`config.mk`:
```
export PLATFORM = sky130hd
export DESIGN_NAME = iter_counter
export DESIGN_NICKNAME = d
export VERILOG_FILES = /design/src/rtl/iter_cnt_pkg.sv /design/src/rtl/iter_counter.sv
export SDC_FILE = /design/constraint.sdc
export NUM_CORES = 1
export LEC_CHECK = 0
export CAP_MARGIN = 20
export CORE_AREA = 5 5 42 44
export CTS_CLUSTER_DIAMETER = 30
export DETAILED_ROUTE_END_ITERATION = 6
export DIE_AREA = 0 0 47 49
export PLACE_DENSITY = 0.75
export REMOVE_ABC_BUFFERS = 1
export SYNTH_ARGS = -nofsm -noshare
export SYNTH_HDL_FRONTEND = slang
export SYNTH_SLANG_ARGS = --single-unit
```
`constraint.sdc`:
```
create_clock -name clk -period 1.48 [get_ports clk]
set_input_delay 0.148 -clock clk [delete_from_list [all_inputs] [get_ports clk]]
set_output_delay 0.148 -clock clk [all_outputs]
set_load 0.005 [all_outputs]
```
`src/rtl/iter_cnt_pkg.sv`:
```
// Shared types and default parameter values for iter_counter.
// The optional auto-reload feature is enabled by defining ITER_CNT_AUTORELOAD_EN.
package iter_cnt_pkg;

   localparam int STATE_W      = 2;
   localparam int WIDTH_DEF    = 5;
   localparam int INIT_VAL_DEF = 16;
   localparam int PASS_W_DEF   = 8;

   typedef enum logic [STATE_W-1:0] {
      ST_IDLE = 2'd0,
      ST_RUN  = 2'd1,
      ST_DONE = 2'd2
   } state_t;

endpackage

```
`src/rtl/iter_counter.sv`:
```
// Iteration counter: loads a start value, counts down on dec, flags completion.
// Define ITER_CNT_AUTORELOAD_EN to reload on each terminal step and count passes.
module iter_counter
   import iter_cnt_pkg::*;
#(
   parameter int WIDTH    = WIDTH_DEF,
   parameter int INIT_VAL = INIT_VAL_DEF,
   parameter int PASS_W   = PASS_W_DEF
) (
   input  logic              clk,
   input  logic              rst,
   input  logic              init,
   input  logic              use_load,
   input  logic [WIDTH-1:0]  load_val,
   input  logic              dec,
   output logic [WIDTH-1:0]  count,
   output logic              z,
   output logic              tc,
   output logic              busy
`ifdef ITER_CNT_AUTORELOAD_EN
   ,
   output logic [PASS_W-1:0] passes
`endif
);

   localparam logic [WIDTH-1:0] INIT_V = WIDTH'(INIT_VAL);

   if (PASS_W < 1 || INIT_VAL < 0 || INIT_VAL > (2**WIDTH) - 1) begin : g_bad_param
      $error("iter_counter: INIT_VAL must fit in WIDTH bits and PASS_W must be positive");
   end

   state_t           state;
   state_t           state_next;
   logic [WIDTH-1:0] start_val;
   logic             step_en;
   logic             last_step;

   always_comb begin
      start_val = use_load ? load_val : INIT_V;
      // init always wins over a coincident dec
      step_en   = (state == ST_RUN) && dec && !init;
      last_step = step_en && (count == WIDTH'(1));
   end

   always_ff @(posedge clk or negedge rst) begin
      if (!rst) begin
         state <= ST_IDLE;
      end else begin
         state <= state_next;
      end
   end

   always_comb begin
      state_next = state;
      if (init) begin
         state_next = (start_val == '0) ? ST_DONE : ST_RUN;
      end else if (last_step) begin
`ifdef ITER_CNT_AUTORELOAD_EN
         state_next = ST_RUN;
`else
         state_next = ST_DONE;
`endif
      end
   end

   always_comb begin
      busy = (state == ST_RUN);
   end

`ifdef ITER_CNT_AUTORELOAD_EN
   logic [WIDTH-1:0] reload;

   always_ff @(posedge clk or negedge rst) begin
      if (!rst) begin
         count  <= INIT_V;
         reload <= INIT_V;
         z      <= 1'b0;
         tc     <= 1'b0;
         passes <= '0;
      end else begin
         tc <= 1'b0;
         if (init) begin
            count  <= start_val;
            reload <= start_val;
            z      <= (start_val == '0);
            passes <= '0;
         end else if (last_step) begin
            count <= reload;
            z     <= 1'b1;
            tc    <= 1'b1;
            if (passes != '1) begin
               passes <= passes + 1'b1;
            end
         end else if (step_en) begin
            count <= count - 1'b1;
         end
      end
   end
`else
   always_ff @(posedge clk or negedge rst) begin
      if (!rst) begin
         count <= INIT_V;
         z     <= 1'b0;
         tc    <= 1'b0;
      end else begin
         tc <= 1'b0;
         if (init) begin
            count <= start_val;
            z     <= (start_val == '0);
         end else if (last_step) begin
            // count parks at zero in DONE; no wrap
            count <= '0;
            z     <= 1'b1;
            tc    <= 1'b1;
         end else if (step_en) begin
            count <= count - 1'b1;
         end
      end
   end
`endif

endmodule
```
=== After elaboration in Yosys (flattened, before gate mapping) ===
Index checks and enable logic that the tools add are counted.

* Add/subtract/negate cells: 1
* Equality and inequality tests: 2
* Multiplexer cells: 11
* Reduce and logical (&&, ||, !) cells: 7

{| class="wikitable"
|+ Operators by type and width
! cell !! count
|-
| 2-to-1 mux 5 bit || 4
|-
| 2-to-1 mux 2 bit || 3
|-
| == test 5 x 1 -> 1 bit, second input constant || 1
|-
| logical NOT 5 bit || 1
|-
| subtractor 5 x 1 -> 5 bit, second input constant || 1
|-
| 2-to-1 mux 1 bit || 4
|-
| logical AND 1 bit || 3
|-
| nonzero test 3 bit || 1
|-
| == test 2 x 1 -> 1 bit, second input constant || 1
|-
| nonzero test 2 bit || 1
|-
| logical NOT 1 bit || 1
|}

* Bits in registers: 9
* Output and inout port bits: 8
* Word-level logic and storage cells: 25

=== Depth between registers and ports, before layout ===
* Depth after elaboration: 6
* Gate-level depth with buffers: 5

=== Least setup slack after synthesis ===
No wires, ideal clock.

* Kind: reg2reg
* Start: reg count[0]
* End: reg count[0]
* Arrival time: 1299 ps
* Data required time: 1392 ps
* Slack: 94 ps
* Cell stages (with the launch flop): 5
* Path buffers: 0
* Clock period less this slack: 1386 ps
* Cell sequence: dfrtp_1 -> ha_1 -> nor4b_2 -> or3_1 -> a22oi_1

* Word-level cells in the longest chain between the ends: 4

{| class="wikitable"
|+ RTL lines
! element !! line !! text
|-
| from (decl) || iter_counter.sv:16 || <nowiki>output logic [WIDTH-1:0] count,</nowiki>
|-
| from (signal assigned) || iter_counter.sv:108 || <nowiki>count <= start_val;</nowiki>
|-
| from (signal assigned) || iter_counter.sv:116 || <nowiki>count <= count - 1'b1;</nowiki>
|-
| subtractor 5 x 1 -> 5 bit or == test 5 x 1 -> 1 bit (tied branches) || iter_counter.sv:116, iter_counter.sv:42 ||
|-
| 2-to-1 mux 5 bit or logical AND 1 bit (tied branches) || iter_counter.sv:115, iter_counter.sv:42 ||
|-
| 2-to-1 mux 5 bit || iter_counter.sv:110 || <nowiki>end else if (last_step) begin</nowiki>
|-
| 2-to-1 mux 5 bit || iter_counter.sv:107 || <nowiki>if (init) begin</nowiki>
|}

Several ways; a longest one is shown, not always the timed one. The select of a mux whose other input is x is not followed.
A chain may end at the register's enable or synchronous reset.

=== Worst setup path after layout ===
* Start: reg count[2]
* End: reg count[3]

The elaborated chain is that of the path after synthesis.

==> impl_metrics.py <==
metrics = {
    "die": {
        "fp-row-count": 14,
        "core_area_um2": 1401,
        "die_w_um": 47,
        "io_pins": 18,
        "die_y_um": 49,
        "die-area_um2": 2303,
        "start_util": 0.3688,
    },
    "global_route": {
        "grt_use_met2": 0.2398,
        "grt_most_used_layer": "met2",
        "grt_max_degree": 12,
        "use_met3": 0.03321,
        "grt_use_total": 0.1379,
        "grt_overflow": 0,
        "grt_pass1_wl_um": 2325,
        "first_global_vias": 526,
        "antenna_found_initial": 0,
        "use_met1": 0.1581,
    },
    "power_and_ir_drop": {
        "p_leak_nw": 0.3866,
        "power_density_nw_per_um2": 861.1,
        "peakVddDrop_mv": 0.5286,
    },
    "route": {
        "routed_wl_um": 1510,
        "wl_per_cell_um": 15.25,
        "dr.pass1.iters": 5,
        "viasPerCell": 5.646,
        "remaining_drc_errors": 0,
        "num_vias": 559,
        "first_iter_violations": 14,
        "drt.antenna.violating_nets": 0,
    },
    "flow_run": {
        "drv_cap": 0,
    },
    "clocking": {
        "cts_max_path_buffers": 2,
        "ctsHoldBuffers": 0,
        "cts.htree.levels": 1,
        "root_buffer": "clkbuf_4",
        "numCtsBuffers": 3,
        "clk_pin_slew_worst_paths_ns": 0.06,
        "cts.sinks": 8,
        "cts_tree": "built",
        "clock_latency_ns": 0.26,
    },
    "setup_path": {
        "path_cells": "buf_12 -> or3_4 -> a2bb2o_4 -> a221oi_2",
        "path_class": "flop to flop",
        "reg2regPathDepth": 4,
        "worstSetupStartpoint": "count[2]$_DFFE_PN0P_",
        "crit_slowest_cell": "dfrtp_2",
        "worst-path-max-fanout": 3,
        "critPathMaxStageDelay_ns": 0.42,
        "r2r_setup_slack_ns": 0.01,
        "critical_path_arrival_ns": 1.63,
        "reg2reg_to": "count[3]$_DFFE_PN0P_",
        "start_kind": "flop",
        "worstReg2RegStart": "count[2]$_DFFE_PN0P_",
        "cp-end-kind": "flop",
        "worstPathRequired_ns": 1.65,
        "endpoint": "count[3]$_DFFE_PN0P_",
    },
    "synthesis": {
        "synth-main-ff-cell": "dfrtp_1",
        "synthTopCellsByArea": "dfrtp_1, dfstp_2, ha_1, a22oi_1, a2bb2o_4",
        "async_flop_share": 1.000,
        "syn_inst": 54,
        "ys_seq_area_frac": 0.3898,
        "synth_most_common_cell": "dfrtp_1",
        "synthTopCellsByCount": "dfrtp_1, inv_1, nor2_1",
        "syn_area_per_cell_um2": 9.569,
        "yosys.area.top_type_share": 0.3390,
        "ys_ff_latch": 8,
        "synth_top_cell_by_area": "dfrtp_1",
        "ys_warn_count": 0,
        "synth_edf_count": 0,
        "yosysUniqueCellTypes": 29,
        "syn-cell-area_um2": 516.7,
    },
    "cells_and_area": {
        "nets": 96,
        "drive_gt1_frac": 0.2771,
        "area_delta_synth_final_pct": 62.71,
        "antenna_cells": 0,
        "final_util": 0.6000,
    },
    "hold_path": {
        "hold_class": "input port to asynchronous set/reset pin",
    },
    "timing": {
        "skew_ns": 0.003033,
        "whs_ns": 0.1725,
        "drv_slew": 0,
        "min_period_ns": 1.467,
        "rsz0062_at_grt": "true",
        "min_period_over_period": 0.9909,
        "max_slew_margin": 0.7330,
        "setup_viol": 0,
        "worstMarginPinSlew_ns": 0.3988,
        "fmax_mhz": 681.9,
        "finalHoldViolations": 0,
    },
    "run_status": {
        "outcome": "completed",
    },
    "placement": {
        "gp_congestion": 0.8243,
        "port_buffers": 17,
        "hpwl_um": 1098,
    },
}
## sequential cells by signal (all words and copies together), names as in the netlist
name / count
count: 5
state: 2
tc: 1
## layout make-up
cell class,instances,area [um^2]
fill,143,560.5
multi-input combinational,39,307.8
timing repair buffer,27,265.3
sequential,8,202.7
clock buffer,4,26.28
tap,16,20.02
inverter,5,18.77
## through the flow
| stage | area, um^2 | setup WS (ns) | total power, mW | TNS (ns) | instances |
|---|---|---|---|---|---|
| floorplan | 508.0 | 0.09433 | 0.3634 | 0 | 52 |
| global placement | 750.7 | -0.004360 | 0.4870 | -0.004360 | 92 |
| detailed placement | 750.7 | -0.07110 | 0.4963 | -0.1439 | 92 |
| CTS | 818.3 | -0.01583 | 0.7234 | -0.01583 | 98 |
| global route | 840.8 | -0.02441 | 0.7694 | -0.03699 | 99 |
| finish | 840.8 | 0.01340 | 0.7241 | 0 | 99 |
## layer usage
| layer | part of all wire | up-vias |
|---|---|---|
| li1 | - | 261 |
| met1 | 0.40 | 264 |
| met2 | 0.51 | 28 |
| met3 | 0.065 | 6 |
| met4 | 0.024 | 0 |
| met5 | 0 | - |
## what timing repair did
action	in CTS	in global routing
resized for setup	4	6
pin swaps	0	4
buffers inserted	2	1
setup endpoints to repair	5	6
endpoints found under the hold margin	0	0
## layout by cell type (no fill, tap or decap), types with 2 or more instances in the layout
master	count
nor2_1	5
clkdlybuf4s50_1	14
nand3_1	3
buf_4	8
a22oi_1	3
nor2b_1	2
inv_1	4
dfrtp_1	6
dlymetal6s2s_1	2
clkbuf_4	3
and2_1	2
nand2_1	3
## cells by family after synthesis
| group | after synthesis | share of synthesized area |
|---|---|---|
| DFF | 8 | 0.3898 |
| and+or+nand+nor | 22 | 0.2494 |
| adders and majority gates | 2 | 0.04842 |
| buffers and inverters | 7 | 0.05326 |
| AOI/OAI and AO/OA | 15 | 0.2591 |
## critical path, delay by kind of cell (launching register included)
family	cells	cell delay, ns
compound gates	2	0.44
flops	1	0.42
simple gates	1	0.37
buf+inv	1	0.13
## how the worst min path moves through the flow
| stage | to | slack [ns] | cells after the start |
|---|---|---|---|
| 2_1_floorplan | count[0]$_DFFE_PN0P_ | -0.15 | 0 |
| 4_1_cts | count[0]$_DFFE_PN0P_ | 0.18 | 1 |
| 6_report | count[0]$_DFFE_PN0P_ | 0.17 | 1 |
| 5_1_grt | state[1]$_DFFE_PN0P_ | 0.20 | 1 |
| 3_3_place_gp | count[1]$_DFFE_PN0P_ | 0.46 | 1 |
| 3_5_place_dp | count[1]$_DFFE_PN0P_ | 0.46 | 1 |
## power by group
part	leakage [nW]	switching (mW)	internal [mW]
logic	0.275	0.105	0.159
clock network	0.0150	0.0863	0.104
registers	0.0969	0.0270	0.244
total	0.387	0.218	0.506
Note: power is estimated with default switching activity, not from simulation.
